### src/rtl/serv_rf_sram_if.sv
// Bridge between SERV's bit-serial two-read/two-write register port and a
// single-port word-wide RF RAM, using fixed time slots so RAM reads and writes never overlap.
module serv_rf_sram_if #(
  parameter int width    = 8,
  parameter int csr_regs = 4,
  parameter int depth    = 32*(32+csr_regs)/width,
  localparam int aw  = $clog2(depth),
  localparam int rw  = $clog2(32+csr_regs),
  localparam int l2w = $clog2(width)
) (
  input  logic             i_clk,
  input  logic             i_rst,
  input  logic             i_rreq,
  input  logic [rw-1:0]    i_rreg0,
  input  logic [rw-1:0]    i_rreg1,
  input  logic             i_wen0,
  input  logic             i_wen1,
  input  logic [rw-1:0]    i_wreg0,
  input  logic [rw-1:0]    i_wreg1,
  input  logic             i_wdata0,
  input  logic             i_wdata1,
  output logic             o_ready,
  output logic             o_busy,
  output logic             o_rdata0,
  output logic             o_rdata1,
  output logic [aw-1:0]    o_waddr,
  output logic [width-1:0] o_wdata,
  output logic             o_wen,
  output logic [aw-1:0]    o_raddr,
  input  logic [width-1:0] i_rdata
);

  // state | meaning
  // IDLE  | waiting for i_rreq
  // PRE   | fetch first rs1/rs2 words (cnt 2..0), o_ready on the last cycle
  // RUN   | 32 serial bit cycles (cnt 31..0), slot-scheduled reads/writes
  // FLUSH | write back the last chunk of port 0 (cnt 1) and port 1 (cnt 0)
  typedef enum logic [1:0] {IDLE, PRE, RUN, FLUSH} state_t;

  localparam logic [4:0] LAST_K = 5'(31/width);
  localparam logic [4:0] S_MAX  = 5'(width-1);

  function automatic logic [aw-1:0] word_addr(input logic [rw-1:0] r, input logic [4:0] k);
    logic [31:0] t;
    t = (32'(r) << (5 - l2w)) + 32'(k);
    return t[aw-1:0];
  endfunction

  state_t state_q, state_d;
  logic [4:0] cnt_q, cnt_d;
  logic [rw-1:0] rs1_q, rs1_d, rs2_q, rs2_d;
  logic [rw-1:0] wreg0_q, wreg0_d, wreg1_q, wreg1_d;
  logic wen0_q, wen0_d, wen1_q, wen1_d;
  logic [aw-1:0] raddr_q, raddr_d;
  logic [width-1:0] stg0_q, stg0_d, stg1_q, stg1_d;
  logic [width-1:0] sh0_q, sh0_d, sh1_q, sh1_d;
  logic [width-1:0] pk0_q, pk0_d, pk1_q, pk1_d;
  logic [width-1:0] wd0_q, wd0_d, wd1_q, wd1_d;
  logic rst_dly_q, rst_dly_d;

  logic [4:0] bit_idx, slot, chunk;
  logic [aw-1:0] rd_addr, waddr;
  logic [width-1:0] wdata;
  logic wen, ready;

  always_comb begin
    state_d   = state_q;
    cnt_d     = cnt_q;
    rs1_d     = rs1_q;
    rs2_d     = rs2_q;
    wreg0_d   = wreg0_q;
    wreg1_d   = wreg1_q;
    wen0_d    = wen0_q;
    wen1_d    = wen1_q;
    stg0_d    = stg0_q;
    stg1_d    = stg1_q;
    sh0_d     = sh0_q;
    sh1_d     = sh1_q;
    pk0_d     = pk0_q;
    pk1_d     = pk1_q;
    wd0_d     = wd0_q;
    wd1_d     = wd1_q;
    rst_dly_d = 1'b0;
    rd_addr   = raddr_q;
    wen       = 1'b0;
    waddr     = '0;
    wdata     = '0;
    ready     = 1'b0;
    bit_idx   = ~cnt_q;
    slot      = bit_idx & S_MAX;
    chunk     = bit_idx >> l2w;

    case (state_q)
      IDLE: begin
        // the first cycle out of reset still has rst_dly_q set, so a request there is dropped
        if (i_rreq && !rst_dly_q) begin
          state_d = PRE;
          cnt_d   = 5'd2;
          rs1_d   = i_rreg0;
          rs2_d   = i_rreg1;
          wreg0_d = i_wreg0;
          wreg1_d = i_wreg1;
          wen0_d  = i_wen0;
          wen1_d  = i_wen1;
        end
      end
      PRE: begin
        cnt_d = cnt_q - 5'd1;
        if (cnt_q == 5'd2) begin
          rd_addr = word_addr(rs1_q, 5'd0);
        end else if (cnt_q == 5'd1) begin
          rd_addr = word_addr(rs2_q, 5'd0);
          stg0_d  = i_rdata;
        end else begin
          sh0_d   = stg0_q;
          sh1_d   = i_rdata;
          ready   = 1'b1;
          state_d = RUN;
          cnt_d   = 5'd31;
        end
      end
      RUN: begin
        cnt_d = cnt_q - 5'd1;
        sh0_d = sh0_q >> 1;
        sh1_d = sh1_q >> 1;
        pk0_d = {i_wdata0, pk0_q[width-1:1]};
        pk1_d = {i_wdata1, pk1_q[width-1:1]};
        if (slot == S_MAX) begin
          wd0_d = pk0_d;
          wd1_d = pk1_d;
        end
        if (chunk != LAST_K) begin
          if (slot == 5'd2) rd_addr = word_addr(rs1_q, chunk + 5'd1);
          if (slot == 5'd3) begin
            rd_addr = word_addr(rs2_q, chunk + 5'd1);
            stg0_d  = i_rdata;
          end
          if (slot == 5'd4) stg1_d = i_rdata;
          if (slot == S_MAX) begin
            sh0_d = stg0_q;
            sh1_d = stg1_q;
          end
        end
        if (chunk != 5'd0) begin
          if (slot == 5'd0 && wen0_q) begin
            wen   = 1'b1;
            waddr = word_addr(wreg0_q, chunk - 5'd1);
            wdata = wd0_q;
          end
          if (slot == 5'd1 && wen1_q) begin
            wen   = 1'b1;
            waddr = word_addr(wreg1_q, chunk - 5'd1);
            wdata = wd1_q;
          end
        end
        if (cnt_q == 5'd0) begin
          state_d = FLUSH;
          cnt_d   = 5'd1;
        end
      end
      FLUSH: begin
        cnt_d = cnt_q - 5'd1;
        if (cnt_q == 5'd1) begin
          if (wen0_q) begin
            wen   = 1'b1;
            waddr = word_addr(wreg0_q, LAST_K);
            wdata = wd0_q;
          end
        end else begin
          if (wen1_q) begin
            wen   = 1'b1;
            waddr = word_addr(wreg1_q, LAST_K);
            wdata = wd1_q;
          end
          state_d = IDLE;
        end
      end
      default: state_d = IDLE;
    endcase

    raddr_d = rd_addr;
  end

  always_ff @(posedge i_clk) begin
    if (i_rst) begin
      state_q   <= IDLE;
      cnt_q     <= '0;
      rs1_q     <= '0;
      rs2_q     <= '0;
      wreg0_q   <= '0;
      wreg1_q   <= '0;
      wen0_q    <= 1'b0;
      wen1_q    <= 1'b0;
      raddr_q   <= '0;
      stg0_q    <= '0;
      stg1_q    <= '0;
      sh0_q     <= '0;
      sh1_q     <= '0;
      pk0_q     <= '0;
      pk1_q     <= '0;
      wd0_q     <= '0;
      wd1_q     <= '0;
      rst_dly_q <= 1'b1;
    end else begin
      state_q   <= state_d;
      cnt_q     <= cnt_d;
      rs1_q     <= rs1_d;
      rs2_q     <= rs2_d;
      wreg0_q   <= wreg0_d;
      wreg1_q   <= wreg1_d;
      wen0_q    <= wen0_d;
      wen1_q    <= wen1_d;
      raddr_q   <= raddr_d;
      stg0_q    <= stg0_d;
      stg1_q    <= stg1_d;
      sh0_q     <= sh0_d;
      sh1_q     <= sh1_d;
      pk0_q     <= pk0_d;
      pk1_q     <= pk1_d;
      wd0_q     <= wd0_d;
      wd1_q     <= wd1_d;
      rst_dly_q <= rst_dly_d;
    end
  end

  // a write slot that coincides with reset is dropped rather than committed
  assign o_wen    = wen & ~i_rst;
  assign o_waddr  = waddr;
  assign o_wdata  = wdata;
  assign o_ready  = ready & ~i_rst;
  assign o_raddr  = rd_addr;
  assign o_busy   = (state_q != IDLE);
  assign o_rdata0 = (state_q == RUN) & sh0_q[0];
  assign o_rdata1 = (state_q == RUN) & sh1_q[0];

endmodule

### config.mk
export PLATFORM = sky130hd
export DESIGN_NAME = serv_rf_sram_if
export DESIGN_NICKNAME = d
export VERILOG_FILES = /design/src/rtl/serv_rf_sram_if.sv
export SDC_FILE = /design/constraint.sdc
export NUM_CORES = 1
export LEC_CHECK = 0
export BUFFER_PORTS_ARGS = -buffer_cell sky130_fd_sc_hd__buf_2
export CORE_MARGIN = 2
export CORE_UTILIZATION = 60
export CTS_CLUSTER_SIZE = 20
export DETAILED_ROUTE_END_ITERATION = 8
export PLACE_DENSITY_LB_ADDON = 0.12
export RECOVER_POWER = 25
export SLEW_MARGIN = 25
export SYNTH_ARGS = -nofsm -noshare
export SYNTH_HDL_FRONTEND = slang
export SYNTH_SLANG_ARGS = --single-unit
export TNS_END_PERCENT = 50
### constraint.sdc
create_clock -name i_clk -period 8.2 [get_ports i_clk]
set_input_delay 2.05 -clock i_clk [delete_from_list [all_inputs] [get_ports i_clk]]
set_output_delay 2.05 -clock i_clk [all_outputs]
set_load 0.01 [all_outputs]
==> run metrics, run 1 <==
routability cong.=0.919; worst path required time=8470 ps; Yosys reg bits=104; total gr overflow=0; clock power share=19.4%; Clock Pin Slew Worst Setup and Hold Paths=around 110 ps; Mapped Nets=between 700 and 800; post_cts resized=0; largest net degree at the start of global routing=71; Avg Cell Area, Syn=7.92 um^2; minimum clock period=5530 ps; Max FO, Critical Path=70; GRT met3 Usage=5.92%; Net Sw Power=~770 uW; Slew Limit Fails=71; CP endpoint kind=flop; initial antenna violation count=0; violation count after the first detailed-route iteration=approximately 370; DIE HEIGHT=100 um; first-pass GRT wire length=22.2 mm; Setup Buffers After CTS=0; layout cell share with drive strength beyond 1=13.4%; Post-Syn Instances=700; cell repeated most along the worst path=clkbuf_1; Post-synth EDFFs=0; Flop pwr share=a little under two fifths; Slew Limit Headroom=-99.5%; WL/cell=15.8 um; final setup fails=0; root buffer cell=clkbuf_8; core region area=0.00911 mm^2; area grow syn2layout=10.2%; Setup Skew=20.6 ps; GR Util met2=45.3%; Crit Path Category=input pin to flop; register area share after synthesis=37.5%; Comb pwr share=42.9%; Async SR Flop Fraction=0%; Peak VDD IR=179 uV; Yosys cell types=58; antenna-violating nets left=0; htree depth=3; Cell Chain, Critical Path=clkbuf_1 > clkbuf_1 > nor2_1 > a21oi_1 > o22ai_1; Hold Crit Class=flop to flop; Final HPWL DP=around 9.5 mm; die footprint=0.0100 mm^2; final-layout fill cell count=819; Die Wd=100 um; RSZ-0062 raised after global routing=no; Final period util=67.4%; Critical Path AT=about 5800 ps; status=finished with violations; max-cap violations=1; Post-Route WL=13.6 mm; Residual DRC=0; cell row count=35; Setup WS pre-CTS=3440 ps; Ys Warns=0; Diodes inserted=0; Final #Nets=799; most used flip-flop cell after synthesis=dfxtp_1; mapped cell area=0.00555 mm^2; clock sinks=between 100 and 150; Cells after DPL=839; M1 GR Usage=35.6%; TritonCTS Buffers=9; effective utilization at floorplan=60.9%; Worst path slowest cell=clkbuf_1; # port buffers=67; CTS tree=done; post-route setup TNS=0 ps; DR vias/cell=5.94; Vias=5076; Final Hold Viols=0; First-pass DRT Iterations=5; number of global-route vias before repair=about 4800; clock buffer depth=2; Total Routing Usage GR=about 27%; total I/O pin count=68; Final Instance Count excl. Fillers=roughly 860; Clk Latency, worst-skew pair=400 ps; Cell Int Power=978 uW; Max Fclk=181 MHz; slowest stage delay, CP=2180 ps; violated checks=max-capacitance violations, max-slew violations; Pleak=2.49 nW; Post-CTS Hold Buffers=0; switch share=44.1%; Startpoint Class=input pin; PD cells=286 mW/mm^2; busiest grt layer=met2; post-route setup slack=between 2000 and 3000 ps; Worst Max-Slew Pin Slew=approximately 3000 ps
==> layout by cell type, fill, tap and decap left out, types with 5 or more instances in the layout <==
| cell | count |
|---|---|
| a22o_1 | 7 |
| mux2i_1 | 52 |
| clkbuf_8 | 9 |
| nand2_1 | 145 |
| a211oi_1 | 11 |
| xor2_1 | 5 |
| inv_1 | 16 |
| buf_2 | 66 |
| o211ai_1 | 11 |
| buf_4 | 6 |
| and2_1 | 8 |
| nor3_1 | 8 |
| nand3_1 | 44 |
| a22oi_1 | 7 |
| ha_1 | 20 |
| dfxtp_1 | 104 |
| nor2b_1 | 5 |
| xnor2_1 | 10 |
| o21ai_0 | 22 |
| a21oi_1 | 64 |
| nor2_1 | 53 |
==> flip-flops by register name (all words and copies together), names as in the netlist, 5 cells and up <==
register  count
stg1_q        8
stg0_q        8
rs1_q         6
wreg0_q       6
wreg1_q       6
sh0_q         8
wd0_q         8
sh1_q         8
cnt_q         5
pk0_q         7
pk1_q         7
wd1_q         8
rs2_q         6
raddr_q       8
==> cells in the mapped netlist, drive strengths merged, types with 3 or more instances <==
cell type,instances,share of area [%]
nor4b,4,0.86
or3,3,0.43
nand2b,4,0.45
nor2,53,3.6
and3,4,0.45
a221o,3,0.54
o21ai,27,2.7
nand2,145,9.8
a22o,7,1.1
ha,21,4.7
dfxtp,104,38
buf,17,1.6
xor2,5,0.79
and2,11,1.2
nor3,8,0.72
a21oi,65,5.9
inv,16,1.1
nand3,45,4.2
a22oi,7,0.95
o211ai,11,1.5
o22ai,3,0.34
mux2i,52,9.4
clkbuf,29,2.0
a211oi,11,1.5
nor2b,5,0.56
xnor2,10,1.6
==> critical path, delay by kind of cell <==
| kind | cells | cell delay, ps |
|---|---|---|
| buf+inv | 2 | 3030 |
| compound gates | 2 | 380 |
| simple gates | 1 | 300 |
==> per-layer routing <==
layer  up-vias  share of wire, %
met5         -                 0
met4         0               1.0
met3        16               6.3
met2       170                48
met1      2383                45
li1       2507                 -
==> final timing paths <==
check,from,to,slack (ps),depth (start not counted)
setup / recovery,i_rst,cnt_q[3]$_SDFFE_PP0P_,2670,5
hold reg to reg,sh1_q[4]$_SDFFE_PP0P_,sh1_q[4]$_SDFFE_PP0P_,460,2
setup reg to reg,state_q[0]$_SDFFE_PP0P_,stg1_q[7]$_SDFFE_PP0P_,5320,7
hold / removal,sh1_q[4]$_SDFFE_PP0P_,sh1_q[4]$_SDFFE_PP0P_,460,2
==> final cells by class <==
cell class                      instances  area, um^2  share of cell area, %
Clock buffer                            9         124                   2.03
Clock inverter                          7        90.1                   1.47
Inverter                               16        60.1                  0.983
Multi-Input combinational cell        534        3230                   52.9
Sequential cell                       104        2080                   34.1
Tap cell                              111         139                   2.27
Timing Repair Buffer                   74         383                   6.27
==> power by group through the flow <==
stage	Clock, mW	Sequential, mW	Combinational (mW)
after floorplan	0	0.632	0.594
after global placement	0	0.663	0.724
after detailed placement	0	0.668	0.744
after CTS	0.347	0.658	0.744
after global routing	0.366	0.670	0.828
final	0.339	0.660	0.751
==> logic make-up after synthesis <==
family	share of synthesized area [%]
AOI/OAI and AO/OA	17.7
xor gates and xnor gates	2.37
adders and majority gates	4.74
buffers and inverters	4.65
DFF	37.5
muxes	9.38
and+or+nand+nor	23.6
==> per-stage QoR <==
step | instance area (um^2) | hold WS (ps) | util [%] | power (mW)
global placement | 5890 | 442 | 64.7 | 1.39
global route | 6110 | 497 | 67.1 | 1.86
floorplan | 5550 | 431 | - | 1.23
CTS | 6120 | 468 | 67.1 | 1.75
finish | 6110 | 463 | 67.1 | 1.75
detailed placement | 5900 | 450 | 64.8 | 1.41
(Power assumes the default switching activity.)
==> run 2, diff against run 1 <==
CORE_UTILIZATION = 53   (was 60)
clock period = 4.47 ns   (was 8.2 ns; I/O delays follow)
==> run metrics, run 2 (same netlist as run 1, synthesis figures left out) <==
Critical path buffers and inverters=2 (unchanged); clock power share=18.4% (-1.0 points); effective utilization at floorplan=54.2% (-6.7 points); Peak VDD IR=364 uV (+100%); clock sinks=104 (unchanged); largest net degree at the start of global routing=94 (+32%); antenna-violating nets left=0 (unchanged); family with the most delay on the worst path=simple AND/OR/NAND/NOR gates; Final Hold Viols=0 (unchanged); Diodes inserted=0 (unchanged); post_cts resized=0 (unchanged); # port buffers=67 (unchanged); Worst Max-Slew Pin Slew=1870 ps (-1130 ps); cell row count=37 (+5.7%); RSZ-0062 raised after global routing=no; post-route setup TNS=0 ps (unchanged); PD cells=518 mW/mm^2 (+81%); Residual DRC=0 (unchanged); Setup Buffers After CTS=0 (unchanged); Setup Skew=16.9 ps (-3.73 ps); Worst path slowest cell=or4b_1; violation count after the first detailed-route iteration=342 (-8.1%); root buffer cell=clkbuf_8; CTS tree=done; worst path required time=3350 ps (-5120 ps); die footprint=0.0113 mm^2 (+13%); clock buffer depth=2 (unchanged); Comb pwr share=43.6% (+0.7 points); Critical Path AT=2910 ps (-2880 ps); initial antenna violation count=0 (unchanged); minimum clock period=4030 ps; Flop pwr share=38.0% (+0.3 points); total I/O pin count=68 (unchanged); slowest stage delay, CP=840 ps (-1340 ps); Pleak=2.49 nW (+0.17%); CP endpoint kind=primary output; DIE HEIGHT=106 um (+6.1%); Total Routing Usage GR=25.7% (-1.5 points); Cell Int Power=1.78 mW (+82%); Final Util=59.9% (-7.2 points); commonest non-fill, non-tap cell in the layout=nand2_1; Max FO, Critical Path=19 (-73%); total gr overflow=0 (unchanged); Final #Nets=801 (+0.25%); DR vias/cell=5.68 (-4.4%); Vias=5007 (-1.4%); first-pass GRT wire length=23.2 mm (+4.4%); FF-to-FF setup slack=1890 ps (-3430 ps); Slew Limit Fails=94 (+32%); switch share=43.9% (-0.19 points); number of global-route vias before repair=4709 (-1.1%); commonest cells after routing, fill and taps aside=nand2_1, dfxtp_1, buf_2; layout cell share with drive strength beyond 1=13.8% (+0.37 points); Design Power=3.18 mW (+82%); Net Sw Power=1.39 mW (+81%); Startpoint Class=flop; Final HPWL DP=9.64 mm (+1.6%); Clk Latency, worst-skew pair=410 ps (about the same); Cell Chain, Critical Path=inv_1 > ha_1 > or4b_1 > nand3_1 > a21boi_1 > a311o_1 > a41o_1 > buf_2; status=finished with violations; Cells after DPL=866 (+3.2%); core region area=0.0102 mm^2 (+12%); WL/cell=15.7 um (-0.73%); max-cap violations=1 (unchanged); Hold Crit Class=flop to flop; Slew Limit Headroom=-24.5% (+75 points); violated checks=max-capacitance violations, max-slew violations; Final period util=approximately 90%; htree depth=3 (unchanged); area grow syn2layout=10.5%; Clock Pin Slew Worst Setup and Hold Paths=110 ps (about the same); First-pass DRT Iterations=5 (unchanged); Crit Path Category=flop to primary output; Die Wd=106 um (+6.1%); Post-Route WL=13.9 mm (+2.4%); routability cong.=0.879 (-4.3%); Post-CTS Hold Buffers=0 (unchanged); final setup fails=0 (unchanged); TritonCTS Buffers=9 (unchanged); Final Instance Count excl. Fillers=882 (+3.2%); Max Fclk=248 MHz
-- run 2: changes by cell type in the layout (fill, tap and decap cells not counted), sizes merged --
cell and delta:
buf +2, clkinvlp +1, inv -1
-- run 2: power by group through the flow --
| stage | combinational (mW) | clock [mW] | sequential [mW] |
|---|---|---|---|
| after floorplan | 1.09 | 0 | 1.16 |
| after global placement | 1.35 | 0 | 1.22 |
| after detailed placement | 1.38 | 0 | 1.22 |
| after CTS | 1.38 | 0.606 | 1.20 |
| after global routing | 1.54 | 0.634 | 1.23 |
| final | 1.39 | 0.584 | 1.21 |
-- run 2: stage by stage --
stage	hold WS, ps	setup slack, ps	instance area (um^2)
after CTS	463	429	6130
after global placement	440	962	5940
after floorplan	431	1280	5550
after global routing	485	283	6130
after detailed placement	448	905	5940
final	460	442	6130
-- run 2: final timing paths --
| check | from | endpoint | depth (start not counted) |
|---|---|---|---|
| worst max-delay path | cnt_q[1]$_SDFFE_PP0P_ | o_waddr[6] | 8 |
| worst min-delay path | sh1_q[1]$_SDFFE_PP0P_ | sh1_q[1]$_SDFFE_PP0P_ | 2 |
| worst max register to register | cnt_q[3]$_SDFFE_PP0P_ | raddr_q[6]$_SDFF_PP0_ | 9 |
| worst min register to register | sh1_q[1]$_SDFFE_PP0P_ | sh1_q[1]$_SDFFE_PP0P_ | 2 |
-- run 2: layout make-up --
class	instances	area, um^2
multi-input cells	534	3220
flip-flops and latches	104	2080
repair buffers	76	399
inverters	16	60.1
well taps	136	170
clock buffers	9	124
clock inverters	7	71.3
fillers	961	4100
-- run 2: per-layer routing --
metal | wire length [um] | share of wire, % | track usage [%] | vias up
li1 | - | - | - | 2519
met2 | 6530 | 47 | 42.1 | 118
met5 | 0 | 0 | 0 | -
met1 | 6320 | 46 | 32.7 | 2351
met3 | 735 | 5.3 | 6.93 | 19
met4 | 283 | 2.0 | 8.83 | 0
-- run 2: worst min-delay path, stage by stage (launching register included) --
cell     delay (ps)
dfxtp_1         320
nand2_1          50
a21oi_1          50
